==> src/rtl/gshare_branch_predictor.sv <==
// gshare direction predictor: PC xor global history indexes a table of 2-bit
// saturating counters. Resolved branches from execute are captured into an
// update register and committed to the table and history one cycle later.
module gshare_branch_predictor #(
    parameter int unsigned PC_WIDTH    = 32,
    parameter int unsigned INDEX_WIDTH = 8,
    parameter int unsigned GHR_WIDTH   = 8,
    parameter logic [1:0]  CNT_RESET   = 2'b01
) (
    input  logic                   clk,
    input  logic                   rst,
    input  logic [PC_WIDTH-1:0]    fetchPc,
    output logic                   predictTaken,
    output logic [INDEX_WIDTH-1:0] predictIndex,
    input  logic                   exValid,
    input  logic                   exIsBranch,
    input  logic                   exBranchTaken,
    input  logic                   exIsBranchTakenPredicted,
    input  logic [INDEX_WIDTH-1:0] exPredictIndex,
    output logic [GHR_WIDTH-1:0]   ghr,
    output logic [31:0]            mispredictCount
);

    localparam int unsigned NumEntries = 1 << INDEX_WIDTH;

    logic [1:0]             counterTable [NumEntries];
    logic                   updV;
    logic [INDEX_WIDTH-1:0] updIdx;
    logic                   updTaken;
    logic [INDEX_WIDTH-1:0] fetchIdx;
    logic [1:0]             updNext;
    logic [1:0]             effCnt;
    logic [GHR_WIDTH-1:0]   nextGhr;
    logic                   captureEn;
    logic                   unusedPcBits;

    // Saturating +/-1 step of a 2-bit counter
    function automatic logic [1:0] satStep(input logic [1:0] cnt, input logic up);
        if (up) begin
            return (cnt == 2'b11) ? 2'b11 : cnt + 2'b01;
        end
        return (cnt == 2'b00) ? 2'b00 : cnt - 2'b01;
    endfunction

    // PC word bits outside the index field do not participate in the hash
    assign unusedPcBits = ^{fetchPc[PC_WIDTH-1:INDEX_WIDTH+2], fetchPc[1:0]};

    assign captureEn    = exValid & exIsBranch;
    assign fetchIdx     = fetchPc[INDEX_WIDTH+1:2] ^ INDEX_WIDTH'(ghr);
    assign predictIndex = fetchIdx;
    assign updNext      = satStep(counterTable[updIdx], updTaken);

    // Prediction read with bypass of the counter being committed this cycle
    always_comb begin
        effCnt = counterTable[fetchIdx];
        if (updV && (fetchIdx == updIdx)) begin
            effCnt = updNext;
        end
    end

    assign predictTaken = effCnt[1];

    // History shift in the committed outcome
    generate
        if (GHR_WIDTH == 1) begin : gSingleGhr
            assign nextGhr = updTaken;
        end else begin : gMultiGhr
            assign nextGhr = {ghr[GHR_WIDTH-2:0], updTaken};
        end
    endgenerate

    // Counter table: commit pending update
    always_ff @(posedge clk or posedge rst) begin
        if (rst) begin
            for (int i = 0; i < int'(NumEntries); i++) begin
                counterTable[i] <= CNT_RESET;
            end
        end else if (updV) begin
            counterTable[updIdx] <= updNext;
        end
    end

    // Global history register advances on commit
    always_ff @(posedge clk or posedge rst) begin
        if (rst) begin
            ghr <= '0;
        end else if (updV) begin
            ghr <= nextGhr;
        end
    end

    // Capture a resolved conditional branch for commit next cycle
    always_ff @(posedge clk or posedge rst) begin
        if (rst) begin
            updV     <= 1'b0;
            updIdx   <= '0;
            updTaken <= 1'b0;
        end else begin
            updV     <= captureEn;
            updIdx   <= exPredictIndex;
            updTaken <= exBranchTaken;
        end
    end

    // Mispredict counter, counted at capture
    always_ff @(posedge clk or posedge rst) begin
        if (rst) begin
            mispredictCount <= 32'd0;
        end else if (captureEn && (exBranchTaken != exIsBranchTakenPredicted)) begin
            mispredictCount <= mispredictCount + 32'd1;
        end
    end

endmodule
==> config.mk <==
export PLATFORM = sky130hd
export DESIGN_NAME = gshare_branch_predictor
export DESIGN_NICKNAME = d
export VERILOG_FILES = /design/src/rtl/gshare_branch_predictor.sv
export SDC_FILE = /design/constraint.sdc
export NUM_CORES = 2
export LEC_CHECK = 0
export CAP_MARGIN = 20
export CORE_MARGIN = 8
export CORE_UTILIZATION = 30
export CTS_CLUSTER_DIAMETER = 200
export DETAILED_ROUTE_END_ITERATION = 16
export PLACE_DENSITY = 0.52
export SLEW_MARGIN = 10
export SYNTH_ARGS = -nofsm -noshare
export SYNTH_HDL_FRONTEND = slang
export SYNTH_SLANG_ARGS = --single-unit
export TNS_END_PERCENT = 20
==> constraint.sdc <==
create_clock -name clk -period 34.6 [get_ports clk]
set_input_delay 3.46 -clock clk [delete_from_list [all_inputs] [get_ports clk]]
set_output_delay 3.46 -clock clk [all_outputs]
set_load 0.01 [all_outputs]
==> impl_results.md <==
* CTS sink count at 562
* Number of antenna cells inserted at 0
* Antenna violation net count after detailed routing at 0
* Minimum clock period after layout at 11970 ps
* Wire length per cell at 23.6 um
* Timing startpoint of the critical path: fetchPc[2]
* Max Buffers Root-to-Sink at 3
* Kind of start point of the critical path: input pin
* Logic pwr share at 15.4%
* Antenna violations before repair at 0
* Result of the run: complete, no violations
* Post-synthesis cell area at 28700 um2
* Part of the cycle the worst path needs at 34.6%
* Switching fraction of total power at 28.3%
* Quantity of hold-fixing buffers added after cts at 0
* Fraction of power consumed by sequential logic at 42.4%
* Core Region at 94900 um2
* Post-CTS repair timing setup buffer count at 0
* Synthesis Warnings at 0
* Unique masters post-synth at 42
* Slew margin rel. at 21.4%
* Die width at 325 um
* Deepest level of the CTS H-tree at 3
* Area Growth Syn to Fin at 14.6%
* NetSw at 0.000482 W
* Clock network fraction of total power at 42.1%
* CTS Buf Count at 66
* Critical path capture point: predictTaken
* Synthesized instance count at 2555
* Via density per instance at 5.84
* Number of global-route vias before repair at 21600
* Number of placement rows at 113
* Cell types occupying the most area after synthesis: sky130_fd_sc_hd__dfrtp_1 27%, sky130_fd_sc_hd__dfstp_2 23%, sky130_fd_sc_hd__mux4_2 15%
* Synth Net Count at 2602
* Worst reg2reg path endpoint: counterTable[229]
* Fmax achieved at 83.5 MHz
* Unrepaired setup endpoints after global routing: false
* Final standard cell area without fillers at 32900 um2
* Global-route usage over all layers at 16.3%
* DRC viols at 0
* Latest clock arrival within the worst-skew pair at 610 ps
* VDD IR-drop max at 0.0390 mV
* Classification of the worst setup path: input pin to output port
* Power density over cell area at 51.9 nW/um2
* Input/output buffers at 70
* Portion of the post-synthesis area used by sequential elements at 50.2%
* Number of max-slew violations in the final report at 0
* Root Buffer: sky130_fd_sc_hd__clkbuf_16
* Placed Instance Area at 30400 um2
* Post-cts resize count at 0
* Worst reg-to-reg setup slack at 28820 ps
* Worst R2R Start: updIdx[1]
* Nature of the critical path endpoint: output port
* Pin count of the biggest net entering global routing at 193
* Global-route wire length before repair at 136000 um
* Count of routing violations after the opening detailed-route iteration at 2216
* Hold path start: counterTable[458]
* Most used routing layer: met2
* Via count at 22100
* Leakage at 11.9 nW
* Sum of routed wire length over all layers at 89700 um
* Cells on worst reg2reg path at 11
* GPL Wtd Cong at 0.803
* Maximum fanout along the worst path at 39
* Most used cells in the layout excluding fill and tap cells: 304 x sky130_fd_sc_hd__a21oi_1, 304 x sky130_fd_sc_hd__dfrtp_1, 256 x sky130_fd_sc_hd__o21ai_0, 256 x sky130_fd_sc_hd__dfstp_2
* Global-route met2 utilization at 25.0%
* Cell accounting for the most synthesized area: sky130_fd_sc_hd__dfrtp_1
* HPWL after detailed placement at 50700 um
* Mean post-synth cell area at 11.2 um2
* Number of max-capacitance violations reported at 0
* Final global-route overflow total at 0
* CTS tree: yes
* Worst clock skew at 34.4 ps
* Final number of setup-violating endpoints at 0
* 1st-pass router iterations at 6
* Internal at 0.00122 W
* Full die area at 106000 um2
* Area share of the largest cell type after synthesis at 26.7%
* Fraction of final layout cells with drive strength greater than 1 at 27.3%
* Nets at 2526
* Number of placed I/O pins at 95
* Kind of path behind the tightest hold check: register to register
* Height of the die at 325 um
* Initial core utilization at 30.2%
* GR met3 Demand/Resource at 3.45%
* Total negative slack for setup checks at 0 ps
* Clock transition at the registers of the reported paths at 50 ps
* Fin. Hold Viols at 0
* Critical path arrival at 8510 ps
* Crit path required time at 31140 ps
* Met1 routing resource usage after global routing at 22.9%
* Least-Margin Pin Slew at 1180 ps
* Synthesis-stage register bit count at 562
## worst max-delay path, stage by stage
cell,delay (ps)
sky130_fd_sc_hd__clkdlybuf4s50_1,560
sky130_fd_sc_hd__xor2_4,140
sky130_fd_sc_hd__buf_4,710
sky130_fd_sc_hd__buf_4,660
sky130_fd_sc_hd__mux4_2,580
sky130_fd_sc_hd__a22oi_1,250
sky130_fd_sc_hd__a21oi_1,130
sky130_fd_sc_hd__o41ai_1,690
sky130_fd_sc_hd__o21ai_0,240
sky130_fd_sc_hd__mux2i_1,200
sky130_fd_sc_hd__mux2i_1,230
sky130_fd_sc_hd__clkdlybuf4s50_1,600
## flip-flops by register name, indices dropped and copies added (netlist names)
signal / count
counterTable: 512
mispredictCount: 32
ghr: 8
updIdx: 8
updTaken: 1
updV: 1
## cell type report
cell class | count | area, um2
multi-input cells | 1692 | 13200
flip-flops and latches | 562 | 14400
fillers | 9280 | 62000
inverters | 9 | 41.3
clock inverters | 17 | 208
well taps | 1265 | 1580
clock buffers | 100 | 2030
repair buffers | 148 | 1420
## synthesized netlist by cell type
library cell,count
sky130_fd_sc_hd__a21boi_0,4
sky130_fd_sc_hd__a21oi_1,304
sky130_fd_sc_hd__a22oi_1,96
sky130_fd_sc_hd__a31oi_1,224
sky130_fd_sc_hd__and2_0,1
sky130_fd_sc_hd__and2_1,6
sky130_fd_sc_hd__and3_1,2
sky130_fd_sc_hd__and4_1,2
sky130_fd_sc_hd__and4b_1,1
sky130_fd_sc_hd__buf_1,15
sky130_fd_sc_hd__buf_2,36
sky130_fd_sc_hd__buf_4,3
sky130_fd_sc_hd__buf_6,16
sky130_fd_sc_hd__clkbuf_1,222
sky130_fd_sc_hd__dfrtp_1,306
sky130_fd_sc_hd__dfstp_2,256
sky130_fd_sc_hd__ha_1,1
sky130_fd_sc_hd__inv_1,9
sky130_fd_sc_hd__maj3_1,1
sky130_fd_sc_hd__maj3_2,1
sky130_fd_sc_hd__mux2_2,9
sky130_fd_sc_hd__mux2i_1,2
sky130_fd_sc_hd__mux4_2,192
sky130_fd_sc_hd__nand2_1,111
sky130_fd_sc_hd__nand2b_1,10
sky130_fd_sc_hd__nand3_1,31
sky130_fd_sc_hd__nand4_1,9
sky130_fd_sc_hd__nor2_1,121
sky130_fd_sc_hd__nor2b_1,8
sky130_fd_sc_hd__nor3_1,10
sky130_fd_sc_hd__nor4_1,7
sky130_fd_sc_hd__nor4b_1,1
sky130_fd_sc_hd__o21ai_0,256
sky130_fd_sc_hd__o21ai_1,2
sky130_fd_sc_hd__o22ai_1,2
sky130_fd_sc_hd__o31ai_1,224
sky130_fd_sc_hd__o41ai_1,2
sky130_fd_sc_hd__or2_2,2
sky130_fd_sc_hd__or4_1,1
sky130_fd_sc_hd__or4b_2,1
sky130_fd_sc_hd__xnor2_1,31
sky130_fd_sc_hd__xor2_1,17
## per-layer routing
metal	wire length (um)	vias up
met5	0	-
met4	2440	0
met3	8000	160
met2	40400	983
met1	38800	11300
li1	-	9700
## kinds of logic (layout without fill, tap and decap cells)
logic type               after synthesis  in the layout  share of synthesized area [%]
AO/OA/AOI/OAI                       1114           1114                           23.3
buffers and inverters                301            274                           4.55
multiplexers                         203            203                           15.5
XOR/XNOR                              48             48                           1.47
flip-flops                           562            562                           50.2
AND/OR/NAND/NOR                      324            324                           4.92
adder cells (fa/ha/maj)                3              3                          0.118
## stage by stage
step                util (%)  power (W)  worst slack, ps  cells  hold slack (ps)
floorplan                  -   0.000881            15850   2555              440
global placement        32.0   0.000987            22550   3661              457
detailed placement      32.0   0.000993            22490   3661              460
CTS                     34.4    0.00172            22470   3778              469
global route            34.6    0.00177            22260   3793              503
finish                  34.6    0.00171            22630   3793              468
## power groups by stage
| stage | logic, W | registers, W | clock network [W] |
|---|---|---|---|
| 2_1_floorplan | 0.000158 | 0.000723 | 0 |
| 3_3_place_gp | 0.000256 | 0.000730 | 0 |
| 3_5_place_dp | 0.000260 | 0.000733 | 0 |
| 4_1_cts | 0.000261 | 0.000723 | 0.000738 |
| 5_1_grt | 0.000281 | 0.000727 | 0.000763 |
| 6_report | 0.000263 | 0.000723 | 0.000719 |
## worst min path at each step
| stage | end | depth (start not counted) |
|---|---|---|
| 2_1_floorplan | counterTable[458] | 2 |
| 3_3_place_gp | counterTable[460] | 2 |
| 3_5_place_dp | counterTable[458] | 2 |
| 4_1_cts | counterTable[458] | 2 |
| 5_1_grt | counterTable[502] | 2 |
| 6_report | counterTable[458] | 2 |
(Power assumes the default switching activity.)
==> RTL edit 1, RTL diff (same flow settings) <==
Set the parameter `INDEX_WIDTH` to 7 (it was 8).
--- a/src/rtl/gshare_branch_predictor.sv
+++ b/src/rtl/gshare_branch_predictor.sv
@@ -3,7 +3,7 @@
 // update register and committed to the table and history one cycle later.
 module gshare_branch_predictor #(
     parameter int unsigned PC_WIDTH    = 32,
-    parameter int unsigned INDEX_WIDTH = 8,
+    parameter int unsigned INDEX_WIDTH = 7,
     parameter int unsigned GHR_WIDTH   = 8,
     parameter logic [1:0]  CNT_RESET   = 2'b01
 ) (
Ports: changed (resized exPredictIndex and predictIndex); port bits go from 95 to 93. No check against the original RTL was run, so the function may have changed too.
==> RTL edit 1 against the unedited design <==
- non-clock buffer count fell by 47
- sequential cell count fell by 257
- routed wire length fell by 46%
- via count fell by 48%
- fmax rose by 10%
- clock skew fell by 0.019 ns
- core utilization rose by 0.70 points
- synthesized area fell by 46%
- setup slack improved by 1.1 ns
- sequential share of layout area fell by 0.87 points
- global-route usage fell by 0.15 points
- total power fell by 43%
- design area fell by 45%
- critical path type unchanged
- highest routed layer unchanged
==> RTL edit 1: results <==
export IMPL_htree_num_levels=2
export IMPL_place_detailed_hpwl_um=31900
export IMPL_grt_max_degree=113
export IMPL_slowest_delay_ns=0.66
export IMPL_place_gp_congestion=0.867
export IMPL_power_leakage_nw=7.30
export IMPL_cp_data_arrival_time_ns=7.39
export IMPL_syn_num_nets=1448
export IMPL_nNetsFinal=1500
export IMPL_worst_clock_skew_ns=0.0153
export IMPL_reg2reg_depth=10
export IMPL_antenna_found_initial=0
export IMPL_place_worst_setup_slack_ns=23.72
export IMPL_total_clock_buffers_created_by_cts=35
export IMPL_drive_gt1_share_pct=30.1
export IMPL_grt_pass1_vias=12022
export IMPL_drt_iter0_markers=904
export IMPL_synthTopCellsByCount="sky130_fd_sc_hd__dfrtp_1, sky130_fd_sc_hd__nand2_1, sky130_fd_sc_hd__mux2_2"
export IMPL_worstSkewPairLatency_ns=0.53
export IMPL_cp_max_fo=38
export IMPL_synth_lib_cells_used_distinct=63
export IMPL_wire_length_of_the_first_global_routing_pass_um=75600
export IMPL_status="finished, final reports clean"
export IMPL_grt_util_all_layers_pct=16.2
export IMPL_largest_registers="counterTable: 256 flops, mispredictCount: 32 flops, ghr: 8 flops"
export IMPL_mean_number_of_vias_per_cell=5.34
export IMPL_place_port_buffers=67
export IMPL_vdd_ir_drop_worst_v=0.0000355
export IMPL_detail_route_wirelength_um=48700
export IMPL_hold_critical_path_depth=1
export IMPL_yosys_top_cells_area="sky130_fd_sc_hd__dfrtp_1, sky130_fd_sc_hd__dfstp_2, sky130_fd_sc_hd__mux2_2"
export IMPL_fillers=5070
export IMPL_worst_pin_slew_ns=1.01
export IMPL_num_antenna_cells=0
==> RTL edit 1: cell types whose count changed in the layout (fill, tap and decap cells not counted), sizes merged, moves of 146 or more <==
cell,delta
o31ai,-224
o21ai,-177
mux4,-146
a21oi,-231
a31oi,-221
mux2,+155
==> RTL edit 1: logic make-up (layout without fill, tap and decap cells) <==
| kind of cell | after synthesis | after routing | share of synthesized area [%] |
|---|---|---|---|
| AOI/OAI and AO/OA | 257 | 257 | 10.5 |
| xor gates and xnor gates | 46 | 46 | 2.58 |
| adders and majority gates | 4 | 4 | 0.280 |
| muxes | 248 | 248 | 20.9 |
| and+or+nand+nor | 444 | 444 | 12.4 |
| buffers and inverters | 98 | 176 | 3.55 |
| DFF | 305 | 305 | 49.9 |
==> RTL edit 1: final timing paths <==
kind | startpoint | endpoint | slack, ns
min in group asynchronous | rst | mispredictCount[30] | 3.46
hold reg to reg | mispredictCount[31] | mispredictCount[31] | 0.47
setup reg to reg | updIdx[1] | counterTable[40] | 29.09
setup / recovery | fetchPc[2] | predictTaken | 23.75
hold / removal | mispredictCount[31] | mispredictCount[31] | 0.47
max in group asynchronous | rst | updIdx[2] | 28.98
==> RTL edit 1: layout make-up <==
cell class	count	area share, %
clock inverters	5	0.413
well taps	680	4.68
clock buffers	58	6.14
multi-input cells	999	40.4
flip-flops and latches	305	42.9
inverters	12	0.289
repair buffers	101	5.11
==> RTL edit 1: routing by layer <==
metal	track usage [%]	part of all wire, %	vias up
met2	25.5	46	400
met1	21.7	44	5845
met3	3.96	7.4	105
met5	0	0	-
li1	-	-	5189
met4	5.24	3.1	0
==> RTL edit 1: power breakdown <==
group | leakage, nW | internal, W | switching (W)
clock | 0.587 | 0.000234 | 0.000151
sequential | 3.71 | 0.000387 | 0.0000229
combinational | 3.00 | 0.0000765 | 0.000108
==> RTL edit 1: stage by stage <==
step	power, W	util, %	area, µm²	hold slack, ns	instances
CTS	0.000990	35.3	18200	0.475	2158
detailed placement	0.000600	33.0	17000	0.456	2095
floorplan	0.000522	-	15600	0.459	1402
finish	0.000979	35.3	18200	0.471	2160
global route	0.00102	35.3	18200	0.507	2160
global placement	0.000598	33.0	16900	0.461	2093
==> RTL edit 2, RTL diff (same settings) <==
Made on the original files. Register the outputs `predictTaken` and `predictIndex`, with the module's reset; this adds one clock of latency there. The other outputs are not delayed to match.
--- a/src/rtl/gshare_branch_predictor.sv
+++ b/src/rtl/gshare_branch_predictor.sv
@@ -47,7 +47,15 @@
 
     assign captureEn    = exValid & exIsBranch;
     assign fetchIdx     = fetchPc[INDEX_WIDTH+1:2] ^ INDEX_WIDTH'(ghr);
-    assign predictIndex = fetchIdx;
+    always_ff @(posedge clk or posedge rst) begin
+        if (rst) begin
+            predictTaken <= '0;
+            predictIndex <= '0;
+        end else begin
+            predictTaken <= effCnt[1];
+            predictIndex <= fetchIdx;
+        end
+    end
     assign updNext      = satStep(counterTable[updIdx], updTaken);
 
     // Prediction read with bypass of the counter being committed this cycle
@@ -58,7 +66,6 @@
         end
     end
 
-    assign predictTaken = effCnt[1];
 
     // History shift in the committed outcome
     generate
Formal check against the unedited RTL: not equivalent (a bounded check fails within 4 cycles, from zero or initial values and one cycle with rst high).
==> RTL edit 2 against the unedited design <==
- sequential cell count up 9
- combinational power up 21%
- setup slack improved by 4.8 ns
- cell count rose by 14%
- count of clock-buffer cells in the layout increased by 9
- die area up 0.50%
- total power up 4.6%
- routed wire length up 7.5%
- sequential power about the same
- critical endpoint is now predictTaken
- design area grew 0.46%
- synthesized area rose by 0.52%
- fmax rose by 66%
==> RTL edit 2: results <==
export IMPL_wire_length_of_the_first_global_routing_pass_um=146000
export IMPL_detail_route_wirelength_um=96400
export IMPL_num_antenna_cells=0
export IMPL_grt_max_degree=164
export IMPL_status="finished, final reports clean"
export IMPL_grt_pass1_vias=22151
export IMPL_largest_registers="counterTable: 512 flops, mispredictCount: 32 flops"
export IMPL_reg2reg_depth=11
export IMPL_grtUsageMet3_pct=3.93
export IMPL_slowest_delay_ns=0.76
export IMPL_synth_sequential_area_ratio_pct=50.7
export IMPL_timing_rr_end="counterTable[364]"
export IMPL_worst_r2r_startpoint="updIdx[0]"
export IMPL_switching_power_w=0.000554
export IMPL_grt_util_all_layers_pct=17.7
export IMPL_slowest_cell_on_the_critical_path="sky130_fd_sc_hd__nor4_1"
export IMPL_metal1_wirelength_um=43500
export IMPL_synthTopCellsByCount="sky130_fd_sc_hd__nand2_1, sky130_fd_sc_hd__dfrtp_1, sky130_fd_sc_hd__o21ai_1"
export IMPL_post_synth_xor_area_fraction_pct=1.46
export IMPL_yosys_top_cells_area="sky130_fd_sc_hd__dfrtp_1, sky130_fd_sc_hd__dfstp_2, sky130_fd_sc_hd__nand2_1"
export IMPL_hold_end="counterTable[422]"
export IMPL_comb_power_share_pct=17.8
export IMPL_place_gp_congestion=0.848
export IMPL_synth_lib_cells_used_distinct=61
export IMPL_synthCells=2968
export IMPL_drive_gt1_share_pct=22.0
export IMPL_grt_util_met1_pct=24.8
export IMPL_synth_mux_area_share_pct=12.0
export IMPL_antenna_found_initial=1
export IMPL_async_flop_share_pct=100
export IMPL_worst_clock_skew_ns=0.0445
export IMPL_cpLargestDelayFamily="buffers and inverters"
export IMPL_vdd_ir_drop_worst_v=0.0000458
export IMPL_place_worst_setup_slack_ns=26.66
export IMPL_postCtsSetupBuffers=0
export IMPL_place_detailed_hpwl_um=59400
export IMPL_avgRoutedWirePerCell_um=22.3
export IMPL_use_met2_pct=26.9
export IMPL_dr_wl_met3_um=7070
export IMPL_cp_max_fo=83
export IMPL_regToRegSetupSlack_ns=27.55
export IMPL_drt_iter0_markers=1972
export IMPL_hold_path_startpoint="counterTable[422]"
export IMPL_mean_number_of_vias_per_cell=5.19
export IMPL_yosys_area_share_adder_pct=0.122
export IMPL_worst_pin_slew_ns=1.20
export IMPL_synth_compound_area_share_pct=15.0
export IMPL_power_leakage_nw=12.3
export IMPL_numPlacedInstances=4188
export IMPL_total_clock_buffers_created_by_cts=70
export IMPL_route_met2_wl_um=42500
export IMPL_worstSkewPairLatency_ns=0.63
[RTL edit 2: final cells by class]
| class | instances | area (µm²) |
|---|---|---|
| clock buffers | 109 | 2090 |
| well taps | 1265 | 1580 |
| inverters | 15 | 68.8 |
| repair buffers | 142 | 1290 |
| flip-flops and latches | 571 | 14600 |
| fillers | 9627 | 62100 |
| multi-input cells | 2198 | 13100 |
| clock inverters | 20 | 209 |
[RTL edit 2: cells by family after synthesis]
family | Yosys count
buffers and inverters | 199
DFF | 571
xor gates and xnor gates | 48
AOI/OAI and AO/OA | 734
muxes | 228
adders and majority gates | 3
and+or+nand+nor | 1185
[RTL edit 2: how the worst max path moves through the flow]
stage / slack [ns] / start / to
2_1_floorplan: 15.59 / rst / counterTable[101]
3_3_place_gp: 26.74 / fetchPc[4] / predictTaken
3_5_place_dp: 26.66 / fetchPc[4] / predictTaken
4_1_cts: 27.29 / fetchPc[4] / predictTaken
5_1_grt: 27.12 / updIdx[0] / counterTable[390]
6_report: 27.40 / fetchPc[2] / predictTaken
[RTL edit 2: through the flow]
step	hold WS [ns]	area [µm²]
5_1_grt	0.471	33000
3_5_place_dp	0.454	30700
3_3_place_gp	0.449	30700
2_1_floorplan	0.441	28800
6_report	0.460	33000
4_1_cts	0.462	33000
[RTL edit 2: power by group through the flow]
| stage | Clock (W) | Combinational (W) | Sequential, W |
|---|---|---|---|
| floorplan | 0 | 0.000174 | 0.000732 |
| global placement | 0 | 0.000311 | 0.000735 |
| detailed placement | 0 | 0.000312 | 0.000735 |
| CTS | 0.000761 | 0.000313 | 0.000724 |
| global route | 0.000785 | 0.000331 | 0.000728 |
| finish | 0.000743 | 0.000317 | 0.000724 |
